### src/rtl/counter_pkg.sv
// counter_pkg: controller state encoding and default widths.
package counter_pkg;
  typedef enum logic [1:0] {IDLE, ARM, RUN, DONE} state_t;
  localparam int CNT_W_DEF = 8;
  localparam int PRESC_W_DEF = 8;
  localparam int WRAP_W_DEF = 8;
endpackage

### src/rtl/presc_tick.sv
// presc_tick: prescaler that ticks once per div+1 run cycles.
module presc_tick
  import counter_pkg::*;
#(
  parameter int W = PRESC_W_DEF
) (
  input  logic         clk,
  input  logic         rst,
  input  logic         run,
  input  logic         load,
  input  logic [W-1:0] div,
  output logic         tick
);
  logic [W-1:0] cnt;
  // compare against live div so a new divide value applies at the next compare
  assign tick = cnt == div;
  always_ff @(posedge clk or posedge rst)
    if (rst) cnt <= '0;
    else if (load) cnt <= '0;
    else if (run) cnt <= tick ? '0 : cnt + 1'b1;
endmodule

### src/rtl/counter_ctrl.sv
// counter_ctrl: start/stop/clear FSM driving a downstream counter with prescaled
// increments, oneshot completion and a saturating wrap counter.
module counter_ctrl
  import counter_pkg::*;
#(
  parameter int CNT_W = CNT_W_DEF,
  parameter int PRESC_W = PRESC_W_DEF,
  parameter int WRAP_W = WRAP_W_DEF
) (
  input  logic               clk,
  input  logic               rst,
  input  logic               start,
  input  logic               stop,
  input  logic               clear,
  input  logic               oneshot,
  input  logic [PRESC_W-1:0] presc_div,
  input  logic               overflow,
  output logic               count_en,
  output logic               count_clr,
  output logic               busy,
  output logic               done,
  output logic [WRAP_W-1:0]  wrap_cnt
);
  state_t state, nxt;
  logic tick, clr_q, run, fin;
  if (CNT_W < 1) begin : g_bad_cnt_w
    $error("CNT_W must be positive");
  end
  assign run = state == RUN;
  assign fin = run && oneshot && overflow;
  assign busy = state == ARM || run;
  assign count_clr = clr_q || state == ARM;
  assign count_en = run && tick && !(oneshot && overflow) && !stop && !clear;
  presc_tick #(.W(PRESC_W)) u_presc (
    .clk (clk),
    .rst (rst),
    .run (run && !stop),
    .load(clear || state == ARM),
    .div (presc_div),
    .tick(tick)
  );
  // stop outranks start even in IDLE/DONE, where it otherwise does nothing
  always_comb begin
    nxt = state;
    if (clear || (stop && busy)) nxt = IDLE;
    else if (!stop && start && (state == IDLE || state == DONE)) nxt = ARM;
    else if (state == ARM) nxt = RUN;
    else if (fin) nxt = DONE;
  end
  always_ff @(posedge clk or posedge rst)
    if (rst) begin
      state <= IDLE;
      clr_q <= 1'b0;
      done <= 1'b0;
      wrap_cnt <= '0;
    end else begin
      state <= nxt;
      clr_q <= clear;
      done <= fin && !stop && !clear;
      if (clear || state == ARM) wrap_cnt <= '0;
      else if (count_en && overflow && !(&wrap_cnt)) wrap_cnt <= wrap_cnt + 1'b1;
    end
endmodule
### config.mk
export PLATFORM = sky130hd
export DESIGN_NAME = counter_ctrl
export DESIGN_NICKNAME = d
export VERILOG_FILES = /design/src/rtl/counter_pkg.sv /design/src/rtl/presc_tick.sv /design/src/rtl/counter_ctrl.sv
export SDC_FILE = /design/constraint.sdc
export NUM_CORES = 1
export LEC_CHECK = 0
export CORE_AREA = 2 2 54 56
export DETAILED_ROUTE_END_ITERATION = 16
export DIE_AREA = 0 0 56 58
export GPL_ROUTABILITY_DRIVEN = 0
export HOLD_SLACK_MARGIN = 0.1
export PLACE_DENSITY = 0.76
export RECOVER_POWER = 50
export SLEW_MARGIN = 20
export SYNTH_ARGS = -nofsm -noshare
export SYNTH_HDL_FRONTEND = slang
export SYNTH_HIERARCHICAL = 1
export SYNTH_SLANG_ARGS = --single-unit
export TNS_END_PERCENT = 50
### constraint.sdc
create_clock -name clk -period 2.7 [get_ports clk]
set_clock_uncertainty 0.1 [all_clocks]
set_input_delay 0.54 -clock clk [delete_from_list [all_inputs] [get_ports clk]]
set_output_delay 0.54 -clock clk [all_outputs]
set_load 0.02 [all_outputs]
# Word-level counts from Yosys, hierarchy flattened
# Cells that the tools add are included.
# totals
output_inout_bits	12
regBits	20
# classes
add_sub_neg	2
n_eq_ne	4
mux	9
reduce_logical	29
# op_table
cell	count
2-to-1 mux 8 bit	5
adder 8 x 1 -> 8 bit (second input constant)	2
logical AND 1 bit	15
equality test 8 bit	1
2-to-1 mux 2 bit	4
AND reduction 8 bit	1
logical OR 1 bit	5
equality test 2 bit (second input constant)	2
logical NOT 1 bit	4
nonzero test 2 bit	2
nonzero test 4 bit	1
equality test 2 x 1 -> 1 bit (second input constant)	1
logical NOT 2 bit	1

# Logic depth before layout (Yosys ltp)
# logic_depth
word_depth	9
mapped_depth	9
mapped_depth_nobuf	8

# By module
# The synthesis kept the hierarchy.
# by_module_without_submodules
module	n_inst	seq_area_each_um2	cells_per_inst	area_per_inst_um2
counter_ctrl	1	300.3	75	728.2
presc_tick	1	200.2	51	541.8

# Worst setup path after synthesis
# Ideal clock, no wire load.
# synth_timing
kind	input to register
startpoint	in presc_div[1]
endpoint	reg wrap_cnt[7]
path_slack_ps	441
path_stages	7
t_arrival_ps	2039
setup_ps	120
required_time_ps	2480
cell_sequence	xnor2_1 nand4_1 nor2_1 and4bb_4 nand4_4 or4b_1 o211a_1
# synth_via
elab_chain_cells	8
# synth_rtl
element	line	rtl
from (decl)	counter_ctrl.sv:16	input logic [PRESC_W-1:0] presc_div,
equality test 8 bit	presc_tick.sv:16	assign tick = cnt == div;
named net tick	counter_ctrl.sv:25	logic tick, clr_q, run, fin;
logical AND 1 bit (4 in series)	counter_ctrl.sv:33	assign count_en = run && tick && !(oneshot && overflow) && !stop && !clear;
logical AND 1 bit (2 in series)	counter_ctrl.sv:61	else if (count_en && overflow && !(&wrap_cnt)) wrap_cnt <= wrap_cnt + 1'b1;
nonzero test 2 bit (no line)	n/a	
to (signal assigned)	counter_ctrl.sv:61	
to (decl)	counter_ctrl.sv:22	output logic [WRAP_W-1:0] wrap_cnt
# The timed path passes the listed nets, and every way through them passes these cells.
# A chain may end at the register's enable or synchronous reset.

# Worst setup path after layout
# layout_timing
startpoint	in presc_div[7]
endpoint	out count_en
# layout_via
elab_chain_cells	5
# layout_rtl
element	line	rtl
equality test 8 bit	presc_tick.sv:16	
named net tick	counter_ctrl.sv:25	
logical AND 1 bit (4 in series)	counter_ctrl.sv:33	
to (decl)	counter_ctrl.sv:18	output logic count_en,
# The timed path passes the listed nets, and every way through them passes these cells.

==> impl_metrics.csv <==
group,metric,value,unit
logic_synthesis,yosys.cell_types.count,45,
worst_setup_path,rr_startpoint,"u_presc/cnt[3]",
worst_setup_path,cp-start-kind,"primary input",
placement,dp_hpwl,2.070,mm
global_route,antenna_found_initial,0,
routing,num_vias,1089,
sta,finalCritPeriodShare,95.10,%
logic_synthesis,ys.flop_type,"dfrtp_1",
worst_setup_path,crit_path_cell_trace,"clkdlybuf4s50_1 > xnor2_1 > nand4_1 > nor2_2 > nand2_1 > nor3_1 > clkbuf_2",
cts,cts_tree,"built",
cts,insertion_delay,300,ps
global_route,grt_pass1_vias,1087,
sta,hold_viol_final,0,
die,die_width,56,um
cts,clkSinkCount,20,
worst_setup_path,timing.rr.end,"wrap_cnt[7]",
routing,drt_iter0_drc,23,
cells_and_area,multi_input_area,709.4,um2
logic_synthesis,syn_inst,126,
cells_and_area,num-fill-cells,234,
sta,rsz0062_at_grt,"false",
routing,ant_nets,0,
sta,maxSlewHeadroom,68.57,%
cells_and_area,areaGrowthSynthToFinish,28.67,%
die,die_area,3248,um2
cts,cts-root-buf,"clkbuf_4",
pwr,vdd_drop_max,0.0002963,V
flow_run,drv_cap,0,
cells_and_area,seq_area,500.5,um2
worst_setup_path,critPathCaptureType,"output port",
worst_setup_path,path_class,"in2out",
logic_synthesis,async_flop_share,100.0,%
die,core_area,2663,um2
worst_setup_path,cp_max_fo,2,
cells_and_area,drive_above_1_share,12.35,%
cts,clk_path_buf_depth,2,
routing,firstDrtPassIters,4,
cts,cts_buffers,3,
sta,setup_viol,0,
routing,route.detailed.drc,0,
logic_synthesis,yosys_warnings,6,
min_path,min_delay_path_depth,1,
logic_synthesis,syn-num-nets,146,
min_path,worstHoldPathType,"reg2reg",
min_path,min-delay-start,"state[1]",
global_route,grtUsageTotal,18.43,%
sta,drv_slew,0,
placement,port-buffer-count,26,
logic_synthesis,synth_edf_count,0,
worst_setup_path,critPathSlowestCell,"clkdlybuf4s50_1",
cells_and_area,final_util,61.37,%
cells_and_area,final_cell_mix,"clkdlybuf4s50_1 (21), dfrtp_1 (20), inv_1 (10), nor3_1 (10), xnor2_1 (9)",
cells_and_area,final_common_cell,"clkdlybuf4s50_1",
sta,tightest_slew,470.9,ps
min_path,holdPathEnd,"state[1]",
pwr,p_leak,0.7154,nW
worst_setup_path,reg2reg_depth,8,
cts,cts.htree.levels,1,
run_status,status,"finished, final reports clean",
die,start_util,47.70,%
global_route,grt_max_degree,20,
die,rows,19,
global_route,grt_overflow,0,
worst_setup_path,max_stage_delay,470,ps
logic_synthesis,synth_area,1270,um2
cells_and_area,antennaDiodeCount,0,
pwr,powerDensity,464.9,nW/um2
cts,path_clk_slew,120,ps
die,pin_count,27,
cells_and_area,layout.nets,183,
sta,hold_slack,470.5,ps
routing,detail_route.wl_per_cell,13.98,um
global_route,grt_pass1_wl,4.816,mm
routing,viasPerCell,5.642,
worst_setup_path,arrival,1930,ps
worst_setup_path,cp.required,2060,ps
logic_synthesis,seq_area_frac_synth,39.41,%
sta,fmax,389.4,MHz
worst_setup_path,r2r_slack,360,ps
die,die_height,58,um
logic_synthesis,synth.avg_cell_area,10.08,um2
routing,routed_wl,2.698,mm
logic_synthesis,ys_seq_elements,20,
sta,min_period,2568,ps
-- worst max-delay path, delay by kind of cell --
| kind | cells | cell delay, ps |
|---|---|---|
| XOR/XNOR | 1 | 130 |
| buffers and inverters | 2 | 670 |
| AND/OR/NAND/NOR | 4 | 590 |
-- sequential cells by signal, summed over array words and instances (netlist names) --
| name | count |
|---|---|
| clr_q | 1 |
| wrap_cnt | 8 |
| done | 1 |
| state | 2 |
| u_presc/cnt | 8 |
-- repair_timing --
action	CTS	global route
gates resized for setup	3	2
hold buffers	0	0
hold endpoints to repair	0	0
setup buffers	0	0
endpoints found under the setup margin	1	1
-- per-layer routing --
metal	part of all wire, %	global-route usage [%]
met5	0	0
met4	0.30	4.082
met1	44	22.98
met2	51	34.29
met3	4.1	2.232
-- logic make-up (layout without fill, tap and decap cells) --
kind of cell / after synthesis / count (layout) / share of synthesized area, %
and+or+nand+nor: 51 / 51 / 26.41
AOI/OAI and AO/OA: 22 / 22 / 13.01
DFF: 20 / 20 / 39.41
xor gates and xnor gates: 14 / 14 / 9.655
buffers and inverters: 12 / 48 / 4.926
adders and majority gates: 5 / 5 / 4.926
muxes: 2 / 2 / 1.675
-- per-stage QoR --
| step | power (mW) | worst slack, ps | area (um2) | TNS [ps] | instances |
|---|---|---|---|---|---|
| after CTS | 0.7660 | 10.42 | 1643 | 0 | 193 |
| after detailed placement | 0.5867 | -311.8 | 1604 | -1043 | 189 |
| after global routing | 0.8035 | 21.52 | 1634 | 0 | 193 |
| after global placement | 0.5763 | -307.7 | 1604 | -871.3 | 189 |
| final | 0.7597 | 132.3 | 1634 | 0 | 193 |
| after floorplan | 0.4906 | 441.0 | 1270 | 0 | 126 |
-- cells in the mapped netlist (4+ instances only) --
master	instances	area (um2)
o21ai_0	5	25.02
nand4_1	4	25.02
xnor2_1	9	78.83
dfrtp_1	20	500.5
nor2_1	4	15.01
and3_1	4	25.02
inv_1	10	37.54
ha_1	5	62.56
nand2_1	7	26.28
nor3_1	10	50.05
xor2_1	5	43.79
-- layout make-up --
type                            count  area share [%]
Sequential cell                    20           30.63
Timing Repair Buffer               34           19.07
Multi-Input combinational cell     94           43.41
Inverter                           10           2.297
Tap cell                           31           2.374
Clock buffer                        4           2.221
-- worst max path at each step --
| stage | from | endpoint | slack, ps | cells past startpoint |
|---|---|---|---|---|
| 6_report | presc_div[7] | count_en | 130 | 7 |
| 5_1_grt | presc_div[4] | count_en | 20 | 7 |
| 4_1_cts | presc_div[3] | count_en | 10 | 7 |
| 3_5_place_dp | presc_div[3] | count_en | -310 | 7 |
| 3_3_place_gp | presc_div[3] | count_en | -310 | 7 |
| 2_1_floorplan | presc_div[1] | wrap_cnt[7] | 440 | 7 |
-- where the power goes --
part	total [mW]	switching [mW]	leakage (nW)	internal, mW
Clock	0.179	0.0967	0.0210	0.0822
Sequential	0.330	0.0158	0.275	0.314
Combinational	0.251	0.137	0.419	0.113
Note: power is estimated with default switching activity, not from simulation.
